## config.mk

```make
export PLATFORM = sky130hd
export DESIGN_NAME = fetch_sequencer
export DESIGN_NICKNAME = d
export VERILOG_FILES = /design/src/rtl/fetch_sequencer.sv
export SDC_FILE = /design/constraint.sdc
export NUM_CORES = 1
export LEC_CHECK = 0
export CAP_MARGIN = 20
export CORE_ASPECT_RATIO = 1.1
export CORE_MARGIN = 2
export CORE_UTILIZATION = 43
export CTS_CLUSTER_SIZE = 24
export DETAILED_ROUTE_END_ITERATION = 7
export GPL_TIMING_DRIVEN = 0
export PLACE_DENSITY = 0.74
export REMOVE_ABC_BUFFERS = 1
export SLEW_MARGIN = 25
export SYNTH_ARGS = -nofsm -noshare
export SYNTH_HDL_FRONTEND = slang
export SYNTH_SLANG_ARGS = --single-unit
```

## constraint.sdc

```tcl
create_clock -name clk -period 3.02 [get_ports clk]
set_input_delay 0.604 -clock clk [delete_from_list [all_inputs] [get_ports clk]]
set_output_delay 0.604 -clock clk [all_outputs]
set_load 0.01 [all_outputs]
```

## src/rtl/fetch_sequencer.sv

```systemverilog
// rtl/fetch_sequencer.sv - PC/fetch sequencing for the IF stage (optional FETCH_SEQ_MISALIGN_TRAP_EN)
module fetch_sequencer #(
    parameter logic [31:0] RESET_VECTOR = 32'h0000_0000,
`ifdef FETCH_SEQ_MISALIGN_TRAP_EN
    parameter logic [31:0] TRAP_VECTOR  = 32'h0000_0100,
`endif
    parameter int          CNT_W        = 32
) (
    input  logic             clk,
    input  logic             rst_n,
    input  logic [31:0]      pc_q_i,
    output logic [31:0]      pc_next_o,
    output logic             pc_en_o,
    input  logic             stall_i,
    input  logic             redirect_valid_i,
    input  logic [31:0]      redirect_target_i,
    output logic             imem_req_o,
    input  logic             imem_ready_i,
    output logic             if_valid_o,
    output logic             flush_ifid_o,
`ifdef FETCH_SEQ_MISALIGN_TRAP_EN
    output logic             trap_o,
    output logic [31:0]      trap_epc_o,
`endif
    output logic [CNT_W-1:0] fetch_count_o
);

    typedef enum logic [1:0] {
        BOOT  = 2'd0,
        FETCH = 2'd1,
        DRAIN = 2'd2
    } state_t;

    state_t      state, state_next;
    logic [31:0] pending_target;
    logic        pending_load;
    logic [31:0] target_in;
    logic [31:0] target_sel;
    logic [31:0] target_apply;
    logic        target_load;
    logic        misaligned;

    // Without the trap, misaligned targets are silently word-aligned on entry.
`ifdef FETCH_SEQ_MISALIGN_TRAP_EN
    assign target_in    = redirect_target_i;
    assign misaligned   = |target_sel[1:0];
    assign target_apply = misaligned ? TRAP_VECTOR : target_sel;
`else
    assign target_in    = redirect_target_i & 32'hFFFF_FFFC;
    assign misaligned   = 1'b0;
    assign target_apply = target_sel;
`endif

    assign target_sel = (state == DRAIN && !redirect_valid_i) ? pending_target : target_in;

    always_comb begin
        state_next   = state;
        pc_next_o    = RESET_VECTOR;
        pc_en_o      = 1'b0;
        imem_req_o   = 1'b0;
        if_valid_o   = 1'b0;
        flush_ifid_o = 1'b0;
        pending_load = 1'b0;
        target_load  = 1'b0;
        if (!rst_n) begin
            case (state)
                BOOT: begin
                    pc_en_o    = 1'b1;
                    pc_next_o  = RESET_VECTOR;
                    state_next = FETCH;
                end
                FETCH: begin
                    imem_req_o = 1'b1;
                    pc_next_o  = pc_q_i;
                    if (redirect_valid_i) begin
                        flush_ifid_o = 1'b1;
                        if (imem_ready_i) begin
                            pc_en_o     = 1'b1;
                            pc_next_o   = target_apply;
                            target_load = 1'b1;
                        end else begin
                            pending_load = 1'b1;
                            state_next   = DRAIN;
                        end
                    end else if (imem_ready_i && !stall_i) begin
                        pc_en_o    = 1'b1;
                        pc_next_o  = pc_q_i + 32'd4;
                        if_valid_o = 1'b1;
                    end
                end
                DRAIN: begin
                    imem_req_o = 1'b1;
                    pc_next_o  = pc_q_i;
                    if (redirect_valid_i) begin
                        flush_ifid_o = 1'b1;
                        pending_load = 1'b1;
                    end
                    // The in-flight word is dropped; load whichever target is newest.
                    if (imem_ready_i) begin
                        pc_en_o     = 1'b1;
                        pc_next_o   = target_apply;
                        target_load = 1'b1;
                        state_next  = FETCH;
                    end
                end
                default: state_next = BOOT;
            endcase
        end
    end

    always_ff @(posedge clk or posedge rst_n) begin
        if (rst_n) begin
            state          <= BOOT;
            pending_target <= 32'h0;
            fetch_count_o  <= '0;
        end else begin
            state <= state_next;
            if (pending_load) begin
                pending_target <= target_in;
            end
            if (if_valid_o) begin
                fetch_count_o <= fetch_count_o + {{(CNT_W-1){1'b0}}, 1'b1};
            end
        end
    end

`ifdef FETCH_SEQ_MISALIGN_TRAP_EN
    assign trap_o = target_load & misaligned;

    always_ff @(posedge clk or posedge rst_n) begin
        if (rst_n) begin
            trap_epc_o <= 32'h0;
        end else if (trap_o) begin
            trap_epc_o <= target_sel;
        end
    end
`else
    logic unused_misc;
    assign unused_misc = target_load & misaligned;
`endif

endmodule

```

=== Yosys cells after proc, flatten, opt, wreduce, memory -nomap -nowiden ===
Cells that the tools add are included.

* Add/sub/neg operators: 2
* Bitwise logic cells: 1
* Reduce and logical (&&, ||, !) cells: 7
* Eq/ne operators: 5
* Multiplexer cells: 27

{| class="wikitable"
|+ Operator list
! operator !! count
|-
| 32-bit two-way mux || 5
|-
| 32-bit one-hot mux with 2 select lines || 1
|-
| 32-bit by 1-bit adder with 32-bit output, second input constant || 1
|-
| 32-bit by 3-bit adder with 32-bit output, second input constant || 1
|-
| 1-bit two-way mux || 15
|-
| 2-bit two-way mux || 3
|-
| 2-bit != test, second input constant || 3
|-
| 2-bit one-hot mux with 3 select lines || 1
|-
| 4-bit AND reduction || 1
|-
| 1-bit one-hot mux with 3 select lines || 1
|-
| 2-bit by 1-bit == test with 1-bit output, second input constant || 1
|-
| 2-bit == test, second input constant || 1
|-
| 1-bit logical AND || 2
|-
| 1-bit logical NOT || 2
|-
| 2-bit logical NOT || 1
|-
| 1-bit one-hot mux with 2 select lines || 1
|-
| 2-bit OR reduction || 1
|-
| 1-bit inverter || 1
|}

* Output and inout bits: 68
* Logic and storage cells: 45
* Input port bits: 69
* Register bits after elaboration: 64

=== Logic depth before layout (Yosys ltp) ===
* Word-level depth: 7
* Depth in mapped cells: 10
* Depth with buffers taken out: 8

=== Worst setup path before layout ===
OpenSTA, ideal clock, no wires.

* Path type: input port to output port
* Start point: in rst_n
* End point: out pc_next_o[30]
* Stages on the path: 5
* Data arrival time: 2.750 ns
* Buffers on the path: 0
* Path slack: -0.334 ns
* Data required time: 2.416 ns
* Path through: inv_1 -> o2111ai_1 -> a21oi_1 -> nor3_1 -> a21oi_1

* Word-level cells in the longest chain between the ends: 1

{| class="wikitable"
|+ RTL lines
! what !! RTL line !! source
|-
| start: declaration || 10 || <nowiki>input logic rst_n,</nowiki>
|-
| 32-bit two-way mux || 65 || <nowiki>if (!rst_n) begin</nowiki>
|-
| end: declaration || 12 || <nowiki>output logic [31:0] pc_next_o,</nowiki>
|}

No other way between the ends.

=== Final worst setup path ===
* Start point: in pc_q_i[3]
* End point: out pc_next_o[30]

* Word-level cells in the longest chain between the ends: 5

{| class="wikitable"
|+ RTL lines
! what !! RTL line !! source
|-
| start: declaration || 11 || <nowiki>input logic [31:0] pc_q_i,</nowiki>
|-
| 32-bit by 3-bit adder with 32-bit output || 87 || <nowiki>pc_next_o = pc_q_i + 32'd4;</nowiki>
|-
| 32-bit two-way mux || 85 || <nowiki>end else if (imem_ready_i && !stall_i) begin</nowiki>
|-
| 32-bit two-way mux || 75 || <nowiki>if (redirect_valid_i) begin</nowiki>
|-
| 32-bit one-hot mux with 2 select lines || 66 || <nowiki>case (state)</nowiki>
|-
| 32-bit two-way mux || 65 ||
|}

No other way between the ends.

==> results.md <==
- Fraction of layout cells with a size suffix above 1: 26.0%
- DP Area: 6020 µm²
- First-pass iteration count of the detailed router: 5
- Fin crit share: 98.0%
- Maximum vdd ir drop: 0.281 mV
- Cell at the slowest stage of the critical path: clkdlybuf4s15_2
- Worst-path fanout max: 5
- Run status: completed
- CP Data Required Time: 2.42 ns
- Synth area leaders: dfrtp_1 35%, mux2_2 8.2%, nand2_1 6.4%
- Most common cell after layout, fill and taps aside: clkdlybuf4s50_1
- Total wire length: 14.8 mm
- Remaining Overflow, GRT: 0
- Initial antenna violation count: 0
- Die height: 112 µm
- Peak Freq: 0.338 GHz
- Syn-to-layout area delta: 52.2%
- Post-synth ARST share: 100%
- Filler cells: 805
- Worst slew margin: 66.7%
- EDFF count, synth: 0
- Core Area: 10300 µm²
- Crit path DAT: 2.36 ns
- Initial Util: 43.9%
- YS warnings: 0
- Vias per cell: 5.68
- Clock power share: 27.4%
- Sw frac: 33.4%
- Top cell type's share of synthesized area: 35.3%
- Buffers on Ports: 134
- Hold Fails Final Rpt: 0
- Kind of critical path: in -> out
- Largest area contributor in the netlist: dfrtp_1
- Synth unique cells: 60
- Crit path capture type: output port
- Vias in the first global route: 4616
- Largest net degree at the start of global routing: 43
- Psw: 1.25 mW
- Commonest cells after routing, fill and taps aside: 79 x clkdlybuf4s50_1, 75 x nand2_1, 64 x dfrtp_1
- DPL Wire Length: 9.21 mm
- Nets: 753
- Remaining antenna violation count: 0
- # rows: 39
- Combinational fraction of design power: 40.3%
- Slew Limit Fails: 0
- Yosys reg bits: 64
- Clock sink count: 64
- Leak: 3.12 nW
- DR iter-0 viols: 281
- PwrDens: 539 nW/µm²
- Fin crit period: 2.96 ns
- Fin Hold WS: 0.331 ns
- DRC Markers: 0
- Crit-path max cell delay: 0.25 ns
- Seq/Total Area, Yosys: 35.3%
- Avg Cell Area, Syn: 8.94 µm²
- Vias: 4687
- Worst Hold Class: in -> async
- Horiz. Die Dim: 102 µm
- # Max-Cap Violations: 0
- Worst-Margin Slew: 0.498 ns
- Sequential power share: 32.3%
- CTS hold repair buffers: 0
- Top_reg_cell synth: dfrtp_1
- Clk slew on worst S/H paths: 0.06 ns
- Gate Count Post-Synth: 508
- I/O pin total: 137
- Type of origin of the critical path: input port
- Total GRT Usage: 25.6%
- Clk_skew: 0.00838 ns
- Core Util, Final: 66.8%
- CTS Buf Count: 9
- Power Internal: 2.48 mW
- Worst skew pair latency: 0.33 ns
- # H-tree levels: 3
- Final count of negative-setup-slack endpoints: 0
- Number of diodes: 0
- Mapped Area: 4540 µm²
- First-pass GRT wire length: 23.0 mm
- Clk buf depth: 2
- TritonCTS clock tree: yes
- Drt wl/cell: 17.9 µm
- Worst-path cell chain: clkdlybuf4s15_2, ha_4, nand4b_4, nor4_4, buf_4, buf_4, nand3_1, xor2_1, a21oi_1, clkdlybuf4s15_2
- Final Cell Area: 6910 µm²
- GPL Wtd Cong: 0.923
- Die ar.: 11400 µm²
- CTS root buf: clkbuf_16
-- flip-flops by register name, summed over array words and instances (netlist names) --
name and cells:
fetch_count_o 32, pending_target 30, state 2
-- cell type report --
cell class	instances	area [µm²]	share of cell area [%]
clock buffer	9	225	3.26
timing repair buffer	182	1760	25.5
sequential	64	1600	23.2
tap	143	179	2.59
inverter	14	62.6	0.905
clock inverter	6	61.3	0.887
multi-input combinational	407	3020	43.7
-- critical path, delay by kind of cell --
kind | cells | cell delay, ns
buf+inv | 4 | 0.77
simple gates | 3 | 0.46
compound gates | 1 | 0.18
fa+ha+maj | 1 | 0.17
xor+xnor | 1 | 0.16
-- routing by layer --
metal  up-vias  track usage (%)  share of wire [%]  routed length (µm)
met5         -                0                  0                   0
met4         0             12.2                2.7                 398
met3        48             6.91                8.6                1270
met2       234             43.1                 50                7340
met1      2256             29.7                 39                5770
li1       2149                -                  -                   -
-- power groups by stage --
stage / clock network [mW] / registers, mW / logic (mW)
finish: 1.02 / 1.20 / 1.50
global placement: 0 / 1.19 / 1.14
global route: 1.07 / 1.22 / 1.60
CTS: 1.03 / 1.19 / 1.44
detailed placement: 0 / 1.21 / 1.19
floorplan: 0 / 1.19 / 0.672
-- logic make-up after synthesis --
| family | after synthesis | synth area share (%) |
|---|---|---|
| muxes | 37 | 9.07 |
| and+or+nand+nor | 222 | 27.8 |
| DFF | 64 | 35.3 |
| adders and majority gates | 6 | 1.65 |
| buffers and inverters | 40 | 4.11 |
| xor gates and xnor gates | 52 | 10.0 |
| AOI/OAI and AO/OA | 87 | 12.1 |
-- final timing paths --
| path | startpoint | endpoint | slack, ns | depth (start not counted) |
|---|---|---|---|---|
| max in group asynchronous | rst_n | fetch_count_o[10] | 2.19 | 3 |
| hold / removal | rst_n | pending_target[2] | 0.33 | 2 |
| hold reg to reg | fetch_count_o[27] | fetch_count_o[27] | 0.49 | 1 |
| min in group clk | fetch_count_o[27] | fetch_count_o[27] | 0.49 | 1 |
| setup / recovery | pc_q_i[3] | pc_next_o[30] | 0.06 | 10 |
| setup reg to reg | state[1] | fetch_count_o[16] | 0.91 | 8 |
-- metrics by stage --
stage	power [mW]	setup slack, ns	TNS, ns	cells
2_1_floorplan	1.86	-0.334	-0.746	482
3_3_place_gp	2.33	-2.18	-157.58	759
3_5_place_dp	2.40	-1.35	-32.88	762
4_1_cts	3.66	-0.0795	-0.0798	818
5_1_grt	3.90	-0.0262	-0.0369	825
6_report	3.73	0.0603	0	825
-- cell usage after synthesis, types with 3 or more instances --
cell type and count:
nand2_1 78, nor2_1 39, and4_1 4, mux2_2 33
nor3_1 7, ha_1 6, dfrtp_1 64, o22ai_1 8
nor3_2 7, xor2_1 31, xnor2_1 21, mux2i_1 4
a311oi_1 5, buf_4 6, o21ai_0 25, nor4_4 5
o21ai_1 3, clkbuf_1 6, buf_2 11, buf_1 3
nand4_1 16, nand3_1 33, nor2b_1 4, o211ai_1 7
and3_1 5, nand2b_1 5, inv_1 13, a21oi_1 22
-- what timing repair did --
item,CTS,global route
cloned,3,0
setup endpoints to repair,36,17
buffers inserted,38,7
gates resized for setup,137,27
pin swaps,10,6
(Power assumes the default switching activity.)
